<file path="src/rtl/div_share_scheduler.sv">
// Round-robin front end that shares one 8-by-4-bit sequential restoring divider among N requesters.
// Each result returns tagged with the index of the requester that issued it.
module div_share_scheduler #(
    parameter int N   = 4,
    parameter int IDW = $clog2(N)
) (
    input  logic             clk,
    input  logic             rst_n,
    input  logic [N-1:0]     req_valid,
    output logic [N-1:0]     req_ready,
    input  logic [8*N-1:0]   req_a,
    input  logic [4*N-1:0]   req_b,
    output logic             resp_valid,
    input  logic             resp_ready,
    output logic [IDW-1:0]   resp_id,
    output logic [7:0]       resp_quot,
    output logic [3:0]       resp_rem,
    output logic             resp_dz,
    output logic             busy
);
    typedef enum logic [1:0] {
        IDLE = 2'd0,
        BUSY = 2'd1,
        DONE = 2'd2
    } state_t;

    state_t         state_r, state_nxt_s;
    logic [IDW-1:0] ptr_r, id_r, win_idx_s, cand_s;
    logic           win_any_s, accept_s;
    logic [7:0]     a_sel_s, quot_r, step_quot_s;
    logic [3:0]     b_sel_s, b_r;
    // Partial remainder stays below b, so its top bit is never needed in storage.
    logic [3:0]     prem_r, step_prem_s;
    logic [4:0]     shifted_s, trial_s;
    logic [2:0]     cnt_r;
    logic           dz_r, resp_valid_r, busy_r;

    // Round-robin pick: the valid requester at the smallest offset from ptr wins.
    always_comb begin
        win_any_s = 1'b0;
        win_idx_s = '0;
        cand_s    = '0;
        for (int k = N - 1; k >= 0; k--) begin
            cand_s    = IDW'((int'(ptr_r) + k) % N);
            win_any_s = win_any_s | req_valid[cand_s];
            win_idx_s = req_valid[cand_s] ? cand_s : win_idx_s;
        end
    end

    assign accept_s = (state_r == IDLE) && win_any_s;

    // One-hot grant, only offered while idle and out of reset.
    always_comb begin
        req_ready = '0;
        if (rst_n && accept_s) begin
            req_ready[win_idx_s] = 1'b1;
        end else begin
            req_ready = '0;
        end
    end

    // Operand mux for the current winner.
    always_comb begin
        a_sel_s = 8'd0;
        b_sel_s = 4'd0;
        for (int i = 0; i < N; i++) begin
            a_sel_s = (win_idx_s == IDW'(i)) ? req_a[8*i +: 8] : a_sel_s;
            b_sel_s = (win_idx_s == IDW'(i)) ? req_b[4*i +: 4] : b_sel_s;
        end
    end

    // One restoring step: shift in the next dividend bit, subtract b if it fits.
    always_comb begin
        shifted_s = {prem_r, quot_r[7]};
        trial_s   = shifted_s - {1'b0, b_r};
        if (!trial_s[4]) begin
            step_prem_s = trial_s[3:0];
            step_quot_s = {quot_r[6:0], 1'b1};
        end else begin
            step_prem_s = shifted_s[3:0];
            step_quot_s = {quot_r[6:0], 1'b0};
        end
    end

    // Next-state logic.
    always_comb begin
        state_nxt_s = state_r;
        case (state_r)
            IDLE: begin
                if (accept_s) begin
                    state_nxt_s = (b_sel_s == 4'd0) ? DONE : BUSY;
                end else begin
                    state_nxt_s = IDLE;
                end
            end
            BUSY: begin
                if (cnt_r == 3'd7) begin
                    state_nxt_s = DONE;
                end else begin
                    state_nxt_s = BUSY;
                end
            end
            DONE: begin
                if (resp_ready) begin
                    state_nxt_s = IDLE;
                end else begin
                    state_nxt_s = DONE;
                end
            end
            default: state_nxt_s = IDLE;
        endcase
    end

    // State register.
    always_ff @(posedge clk or negedge rst_n) begin
        if (!rst_n) begin
            state_r <= IDLE;
        end else begin
            state_r <= state_nxt_s;
        end
    end

    // Operand capture, pointer advance and divider iteration.
    always_ff @(posedge clk or negedge rst_n) begin
        if (!rst_n) begin
            ptr_r  <= '0;
            id_r   <= '0;
            b_r    <= 4'd0;
            quot_r <= 8'd0;
            prem_r <= 4'd0;
            cnt_r  <= 3'd0;
            dz_r   <= 1'b0;
        end else begin
            case (state_r)
                IDLE: begin
                    if (accept_s) begin
                        id_r  <= win_idx_s;
                        ptr_r <= (win_idx_s == IDW'(N - 1)) ? '0 : win_idx_s + IDW'(1);
                        b_r   <= b_sel_s;
                        cnt_r <= 3'd0;
                        if (b_sel_s == 4'd0) begin
                            quot_r <= 8'hFF;
                            prem_r <= a_sel_s[3:0];
                            dz_r   <= 1'b1;
                        end else begin
                            quot_r <= a_sel_s;
                            prem_r <= 4'd0;
                            dz_r   <= 1'b0;
                        end
                    end
                end
                BUSY: begin
                    quot_r <= step_quot_s;
                    prem_r <= step_prem_s;
                    cnt_r  <= cnt_r + 3'd1;
                end
                DONE:    cnt_r <= 3'd0;
                default: cnt_r <= 3'd0;
            endcase
        end
    end

    // Status flags registered from the next state so they line up with it.
    always_ff @(posedge clk or negedge rst_n) begin
        if (!rst_n) begin
            resp_valid_r <= 1'b0;
            busy_r       <= 1'b0;
        end else begin
            resp_valid_r <= (state_nxt_s == DONE);
            busy_r       <= (state_nxt_s != IDLE);
        end
    end

    assign resp_valid = resp_valid_r;
    assign busy       = busy_r;
    assign resp_id    = id_r;
    assign resp_quot  = quot_r;
    assign resp_rem   = prem_r;
    assign resp_dz    = dz_r;

endmodule

</file>
<file path="config.mk">
export PLATFORM = sky130hd
export DESIGN_NAME = div_share_scheduler
export DESIGN_NICKNAME = d
export VERILOG_FILES = /design/src/rtl/div_share_scheduler.sv
export SDC_FILE = /design/constraint.sdc
export NUM_CORES = 1
export LEC_CHECK = 0
export ABC_AREA = 0
export CAP_MARGIN = 20
export CORE_MARGIN = 5
export CORE_UTILIZATION = 44
export DETAILED_ROUTE_END_ITERATION = 7
export PLACE_DENSITY = 0.81
export SETUP_SLACK_MARGIN = 0.1
export SYNTH_ARGS = -nofsm -noshare
export SYNTH_HDL_FRONTEND = slang
export SYNTH_SLANG_ARGS = --single-unit
export TNS_END_PERCENT = 100
</file>
<file path="constraint.sdc">
create_clock -name clk -period 3.6 [get_ports clk]
set_clock_uncertainty 0.1 [all_clocks]
set_input_delay 0.72 -clock clk [delete_from_list [all_inputs] [get_ports clk]]
set_output_delay 0.72 -clock clk [all_outputs]
set_load 0.1 [all_outputs]
</file>
==> run metrics, run 1 <==
CTS H-tree lvls=1; Fin. Hold Viols=0; HP Class=reg -> reg; area delta synth->final=59.4%; max frequency=0.291 GHz; Die H=75.7 um; Skew-Pair Late Insertion Delay=0.27 ns; Final Instance Count excl. Fillers=367; Worst setup EP type=output pin; CP max stage cell=clkdlybuf4s50_1; post-route clock period utilization=between 90% and 100%; placed cell count=363; antenna viol nets, final=0; # Post-CTS Setup Buffers=0; row cnt=24; max-slew violation count=0; crit path DAT=2.62 ns; Post-synth EDFFs=0; CP cell instances=clkdlybuf4s50_1 > inv_1 > a21oi_2 > o22ai_1 > a21oi_2 > buf_4 > ha_4 > buf_6 > buf_4 > and3_4 > buf_12; port bufs=75; Net Count, Synth=284; sequential share of the synthesized area=36.9%; DRC=0; vias in the first global route=2054; final WL=6.12 mm; Netlist cell types=45; outcome=completed; Inserted Clock Buffers=3; proportion of layout cells with a drive suffix above 1=21.9%; crit path max fanout=6; most frequent cell after synthesis=nand2_1; crit path kind=in -> out; Slew @ Worst Pin=0.982 ns; dpl hpwl=4.56 mm; Final Critical Period=3.44 ns; global route total overflow=0; area leader, netlist=dfrtp_1; Post-DP Area=2890 sq um; Mapped Area=approximately 1900 sq um; Synth Flop Type=dfrtp_1; IO Pins=76; drt wl/cell=16.7 um; Synth Area per Inst=8.72 sq um; Max Cap Viol=0; vias=2040; Required @ worst endpoint=2.78 ns; Clk Tree Root Cell=clkbuf_8; Die Wd=75.7 um; first-pass GRT wire length=~9.4 mm; synth warn=0; Via-to-Cell Ratio=5.56; post-synth top area share=between 30% and 40%; initial core utilization=about 45%; initial DRC count=roughly 120; Pre-Repair DR Iteration Count=4; Yosys reg bits=28; Rel. slew slack=34.3%; gpl congestion=~0.85; CP top delay family=buffers and inverters; crit-path max cell delay=0.48 ns; setup violators final=0; largest net degree at the start of global routing=29; GRT Util Overall=21.4%; initial antenna violation count=0; Num Clock Sinks=28; clock-pin slew on the worst setup and hold paths=0.10 ns; CORE AREA=4260 sq um; Buf+Inv Stages, Crit Path=6; fin nets=382; diodes inserted=0; die area=5730 sq um; Clock Tree Buf Depth=2; Mapped Cells=218; CTS tree=yes; top cells by area in the synthesized netlist=dfrtp_1 (37%), ha_1 (6.6%), nand2_1 (6.1%); FILL cells=between 300 and 400; crit start category=input port; RSZ-0062 raised after global routing=false; Async SR Flop Fraction=100%; commonest cells in the netlist=nand2_1 (31), dfrtp_1 (28), a21oi_1 (20), nor2_1 (19), inv_1 (12); final instance area=between 3000 and 4000 sq um
## cell type report
| cell class | count | area, sq um | area share, % |
|---|---|---|---|
| Timing Repair Buffer | 104 | 996 | 32.9 |
| Clock inverter | 1 | 30.0 | 0.991 |
| Inverter | 12 | 45.0 | 1.49 |
| Sequential cell | 28 | 701 | 23.1 |
| Tap cell | 52 | 65.1 | 2.15 |
| Clock buffer | 3 | 41.3 | 1.36 |
| Multi-Input combinational cell | 167 | 1150 | 38.0 |
## layout by cell type, fill, tap and decap left out, types with 2 or more instances in the layout
cell type	instances
clkdlybuf4s50_1	61
buf_4	36
nand2_1	31
dfrtp_1	28
nor2_1	19
a21oi_1	18
inv_1	11
ha_1	8
o22ai_1	7
a22oi_1	6
a21o_1	6
o21ai_0	5
and3_1	5
a221oi_1	4
nor2b_1	4
nor3_1	4
buf_12	4
nand2b_1	3
a31oi_1	3
o21ai_1	3
o221ai_1	3
a311oi_2	3
o221ai_2	3
clkbuf_8	3
nor2b_2	2
a21oi_2	2
a22o_1	2
xor2_1	2
mux2_2	2
mux2i_1	2
ha_4	2
buf_6	2
## flip-flops by register name, summed over array words and instances (netlist names)
signal	count
state_r	2
resp_quot	8
resp_id	2
cnt_r	3
ptr_r	2
resp_dz	1
b_r	4
resp_rem	4
resp_valid	1
busy	1
## path summary, 6_finish.rpt
check                               end  cells after the start         start  slack (ns)
setup / recovery           req_ready[1]                     11  req_valid[1]        0.16
hold / removal               resp_id[1]                      2    resp_id[1]        0.38
setup reg to reg           resp_quot[3]                     13      ptr_r[1]        0.67
hold reg to reg              resp_id[1]                      2    resp_id[1]        0.38
max in group asynchronous        b_r[2]                      2         rst_n        2.30
min in group asynchronous  resp_quot[6]                      2         rst_n        0.83
## worst min-delay path: stages (launching register included)
cell and delay (ns):
dfrtp_1 0.35, nand2_1 0.04, o21ai_0 0.05
## cell families (layout without fill, tap and decap cells)
logic type,count (synthesis),after routing,synth area share [%]
compound gates,70,70,25.8
simple gates,80,80,20.7
fa+ha+maj,11,11,7.64
buf+inv,23,120,5.86
xor+xnor,2,2,0.922
mux,4,4,2.24
flops,28,28,36.9
## stage by stage
step | setup slack [ns] | TNS [ns] | util [%] | hold WS [ns]
CTS | 0.106 | 0 | 69.7 | 0.391
detailed placement | -0.158 | -1.08 | 67.7 | 0.370
finish | 0.164 | 0 | 71.1 | 0.383
global placement | -0.0924 | -0.567 | 67.7 | 0.368
global route | 0.0617 | 0 | 71.1 | 0.413
floorplan | 0.111 | 0 | - | 0.324
## what timing repair did
action,in CTS,in global routing
hold buffers,0,0
endpoints found under the setup margin,2,18
gates resized for setup,4,13
pin swaps,0,1
## metal layers
metal  up-vias  track usage [%]  part of all wire [%]
met4         0             7.38                   2.0
met1       957             28.1                    41
met2        84             35.4                    50
met5         -                0                     0
met3        12             3.96                   7.3
li1        987                -                     -
Power of run 1 is not shown: default switching activity piles up to over one toggle a cycle in this logic, so the estimate is an artifact.
==> run 2, diff against run 1 <==
SETUP_SLACK_MARGIN = default   (was 0.1)
==> run metrics, run 2 (same netlist as run 1, synthesis figures left out) <==
outcome=completed (unchanged); setup violators final=0 (unchanged); drt wl/cell=16.1 um (was 16.7 um); commonest non-fill, non-tap cell in the layout=clkdlybuf4s50_1 (unchanged); Post-DP Area=2890 sq um (unchanged); Die H=75.7 um (unchanged); worst reg2reg startpoint=ptr_r[1] (unchanged); hold depth=2 (unchanged); final instance area=3010 sq um (was 3030 sq um); clock-pin slew on the worst setup and hold paths=0.09 ns (was 0.10 ns); Final Critical Period=3.43 ns (was 3.44 ns); final WL=5.92 mm (was 6.12 mm); IO Pins=76 (unchanged); reg-to-reg setup timing slack=0.67 ns (about the same); Clk Tree Root Cell=clkbuf_8 (unchanged); Pre-Repair DR Iteration Count=4 (unchanged); Clock Tree Buf Depth=2 (unchanged); Num Clock Sinks=28 (unchanged); FF-to-FF path depth=13 (unchanged); gpl congestion=0.854 (unchanged); setup TNS=0 ns (unchanged); vias=2003 (was 2040); area delta synth->final=58.5% (was 59.4%); first-pass GRT wire length=9.34 mm (was 9.40 mm); diodes inserted=0 (unchanged); Fin. Hold Viols=0 (unchanged); CORE AREA=4260 sq um (unchanged); Worst setup EP type=output pin (unchanged); initial core utilization=44.6% (unchanged); die area=5730 sq um (unchanged); max reg flops=8 (unchanged); fin nets=382 (unchanged); HP Class=reg -> reg (unchanged); row cnt=24 (unchanged); post-route clock period utilization=95.4% (was 95.5%); # Post-CTS Setup Buffers=0 (unchanged); crit start category=input port (unchanged); Top cell by count, worst path=buf_4; CTS H-tree lvls=1 (unchanged); port bufs=75 (unchanged); antenna viol nets, final=0 (unchanged); crit path kind=in -> out (unchanged); most frequent cells in the layout=clkdlybuf4s50_1 (62), buf_4 (36), nand2_1 (31) (was clkdlybuf4s50_1 (61), buf_4 (36), nand2_1 (31)); CP Launch Point=req_valid[0] (was req_valid[1]); dpl hpwl=4.56 mm (unchanged); crit path DAT=2.61 ns (was 2.62 ns); CP max stage cell=clkdlybuf4s50_1 (unchanged); CTS tree=yes (unchanged); max-slew violation count=0 (unchanged); global route total overflow=0 (unchanged); Max Cap Viol=0 (unchanged); Via-to-Cell Ratio=5.46 (was 5.56); initial DRC count=116 (was 123); proportion of layout cells with a drive suffix above 1=21.0% (was 21.9%); largest net degree at the start of global routing=29 (unchanged); crit-path max cell delay=0.43 ns (was 0.48 ns); Required @ worst endpoint=2.78 ns (about the same); CP cell instances=clkdlybuf4s50_1 > nor2b_2 > a21oi_1 > o22ai_1 > a21oi_2 > buf_4 > ha_4 > buf_6 > buf_4 > and3_4 > buf_12 (was clkdlybuf4s50_1 > inv_1 > a21oi_2 > o22ai_1 > a21oi_2 > buf_4 > ha_4 > buf_6 > buf_4 > and3_4 > buf_12); Min Hold Slack=0.383 ns (about the same); GRT Util Overall=21.3% (was 21.4%); Die Wd=75.7 um (unchanged); max frequency=0.291 GHz (about the same); Skew-Pair Late Insertion Delay=0.27 ns (about the same); min-delay src=resp_id[1] (unchanged); Rel. slew slack=34.4% (was 34.3%); crit path max fanout=6 (unchanged); Slew @ Worst Pin=0.981 ns (was 0.982 ns); Worst R2R End=resp_quot[3] (unchanged); Inserted Clock Buffers=3 (unchanged); Worst Hold Path EP=resp_id[1] (unchanged); initial antenna violation count=0 (unchanged); vias in the first global route=2049 (was 2054); Layout Utilization=70.6% (was 71.1%); DRC=0 (unchanged)
[run 2: worst max path at each step]
stage,end,slack (ns),cells after the start
floorplan,req_ready[1],0.11,7
global placement,resp_rem[1],-0.09,13
detailed placement,resp_rem[3],-0.16,13
CTS,req_ready[1],0.007,11
global route,resp_quot[3],-0.004,13
finish,req_ready[1],0.17,11
[run 2: metal layers]
layer	track usage, %	part of all wire (%)
met5	0	0
met4	7.38	1.1
met3	3.96	7.5
met2	35.2	49
met1	27.9	42
[run 2: final cells by class]
type / instances / area, sq um
Fill cell: 332 / 1250
Multi-Input combinational cell: 167 / 1140
Timing Repair Buffer: 104 / 993
Sequential cell: 28 / 701
Tap cell: 52 / 65.1
Inverter: 12 / 45.0
Clock buffer: 3 / 41.3
Clock inverter: 1 / 30.0
[run 2: through the flow]
step	cells	setup WS (ns)
floorplan	218	0.111
global placement	363	-0.0924
detailed placement	363	-0.158
CTS	367	0.00665
global route	367	-0.00399
finish	367	0.166
[run 2: what timing repair did]
action,4_1_cts,5_1_grt
resized for setup,0,12
endpoints found under the setup margin,0,11
hold buffers,0,0
[run 2: critical path, delay by kind of cell]
kind	cells	cell delay, ns
fa+ha+maj	1	0.14
compound gates	3	0.40
buf+inv	5	1.00
simple gates	2	0.36
Power of run 2 is left out for the same reason.
==> RTL change (config.mk and constraints of run 2) <==
The parameter `N` goes from 4 to 2. Comments in the files are not updated.
--- a/src/rtl/div_share_scheduler.sv
+++ b/src/rtl/div_share_scheduler.sv
@@ -1,7 +1,7 @@
 // Round-robin front end that shares one 8-by-4-bit sequential restoring divider among N requesters.
 // Each result returns tagged with the index of the requester that issued it.
 module div_share_scheduler #(
-    parameter int N   = 4,
+    parameter int N   = 2,
     parameter int IDW = $clog2(N)
 ) (
     input  logic             clk,
Interface: changed (5 resized); port bits go from 76 to 47. No check against the original RTL was run, so the function may have changed too.
==> RTL change against run 2 <==
  * Sequential cell count is 2 lower
  * Area after synthesis is 19% lower
  * Setup slack better by 630 ps
  * Die area is 17% lower
  * Via count decreased by 30%
  * Sequential share of layout area grew 7.6 points
  * Critical endpoint is now req_ready[0]
  * Cell count fell by 32%
  * Design area shrank 30%
  * Routed wire length shrank 33%
Power is not shown: default switching activity piles up to over one toggle a cycle in this logic, so the estimate is an artifact.
==> RTL change: results (changes against run 2) <==
result of the run=completed; placed wire-length estimate=3.11 mm (-32%); post_cts resized=0 (unchanged); total length of routed wires=3.96 mm (-33%); CTS HTree Levels=1 (unchanged); Starting DRT DRC Count=152 (+31%); maximum number of pins on one net before global-route repair=27 (-6.9%); number of nets in the finished design=240 (-37%); antenna violations before repair=0 (unchanged); clock-pin slew on the worst setup and hold paths=150 ps (+60 ps); flip-flop count of the largest register, all copies and words added=8 (unchanged); ys async rst share=100% (unchanged); vias post-DR=1394 (-30%); Hold Path Origin=resp_id$_DFFE_PN0P_; share of final-layout standard cells stronger than drive strength 1=12.8% (-8.1 points); Diodes inserted=0 (unchanged); Setup Fix Bufs, Post-CTS=0 (unchanged); root buffer cell=clkbuf_4; relative slew slack=34.7% (+0.32 points); fraction of the yosys area taken by sequential cells=42.3% (+5.4 points); CP Data Arrival Time=1980 ps (-630 ps); net count after synthesis=191 (-33%); number of enable-type register cells in the synthesized netlist=0 (unchanged); synth warn=0 (unchanged); number of filler instances in the final layout=310 (-6.6%); most area-consuming cells after synthesis=dfrtp_1 (42%), mux2i_1 (9.8%), ha_1 (4.9%); final RePlAce weighted congestion=0.822 (-3.7%); Overall Global Routing Usage=17.3% (-4.0 points); Setup crit start=req_valid[1]; maximum root-to-sink buffer count=2 (unchanged); source-to-sink clock delay at the later pin of the worst-skew pair=330 ps (+60 ps); cts bufs inserted=3 (unchanged); top fanout value on the critical path=5 (-1); via count of the first global-routing pass=1488 (-27%); launching point of the worst reg2reg path=resp_quot[7]$_DFFE_PN0P_; number of buffers inserted by port buffering=46 (-39%); most frequent cells after synthesis=dfrtp_1 (26), mux2i_1 (15), a21oi_1 (13); post-synthesis cell type count=44 (-2.2%); type of the tightest min-delay check=reg2reg; wire length of the first global-routing pass=6.85 mm (-27%)
RTL change: changes by cell type after synthesis, moves of 5 or more:
cell | before | now
inv_1 | 12 | 7
nand2_1 | 31 | 10
mux2i_1 | 2 | 15
nor2_1 | 19 | 11
a21o_1 | 6 | 0
a21oi_1 | 20 | 13
o22ai_1 | 7 | 2
RTL change: layer usage:
layer  wire length [um]  vias to the layer above  track usage [%]
met1               1610                      673             22.7
li1                   -                      666                -
met5                  0                        -                0
met2               2060                       47             28.5
met4                 60                        0             5.21
met3                232                        8             3.63
RTL change: final timing paths:
kind | end | slack, ps | cells after the start
max | req_ready[0] | 800 | 5
min | resp_id$_DFFE_PN0P_ | 410 | 2
max reg2reg | resp_rem[2]$_DFFE_PN0P_ | 1300 | 8
min reg2reg | resp_id$_DFFE_PN0P_ | 410 | 2
max in group asynchronous | resp_rem[2]$_DFFE_PN0P_ | 2390 | 2
min in group asynchronous | b_r[3]$_DFFE_PN0P_ | 750 | 2
RTL change: cell type report:
cell class / instances / area [um2] / area share [%]
Timing Repair Buffer: 51 / 503 / 23.9
Multi-Input combinational cell: 114 / 831 / 39.4
Clock buffer: 4 / 36.3 / 1.72
Inverter: 8 / 30.0 / 1.42
Sequential cell: 26 / 651 / 30.9
Tap cell: 46 / 57.6 / 2.73
RTL change: critical path, stage by stage:
cell and delay (ps):
clkdlybuf4s50_1 590, nor2_1 130, nor3_2 140, and3_1 230, buf_12 180
RTL change: cell families (layout without fill, tap and decap cells):
kind of cell             count (synthesis)  count (layout)  share of synthesized area [%]
AO/OA/AOI/OAI                           48              48                           21.6
XOR/XNOR                                 3               3                           2.20
adder cells (fa/ha/maj)                  7               7                           6.18
buffers and inverters                   15              63                           4.07
flip-flops                              26              26                           42.3
multiplexers                            16              16                           10.5
AND/OR/NAND/NOR                         40              40                           13.2
RTL change: stage by stage:
stage	cells	utilization, %	setup slack (ps)	hold slack (ps)	instance area [um2]
2_1_floorplan	155	-	494	324	1540
3_3_place_gp	245	61.6	751	366	2070
3_5_place_dp	245	61.6	656	387	2070
4_1_cts	249	62.7	785	420	2110
5_1_grt	249	62.7	672	447	2110
6_report	249	62.7	796	410	2110
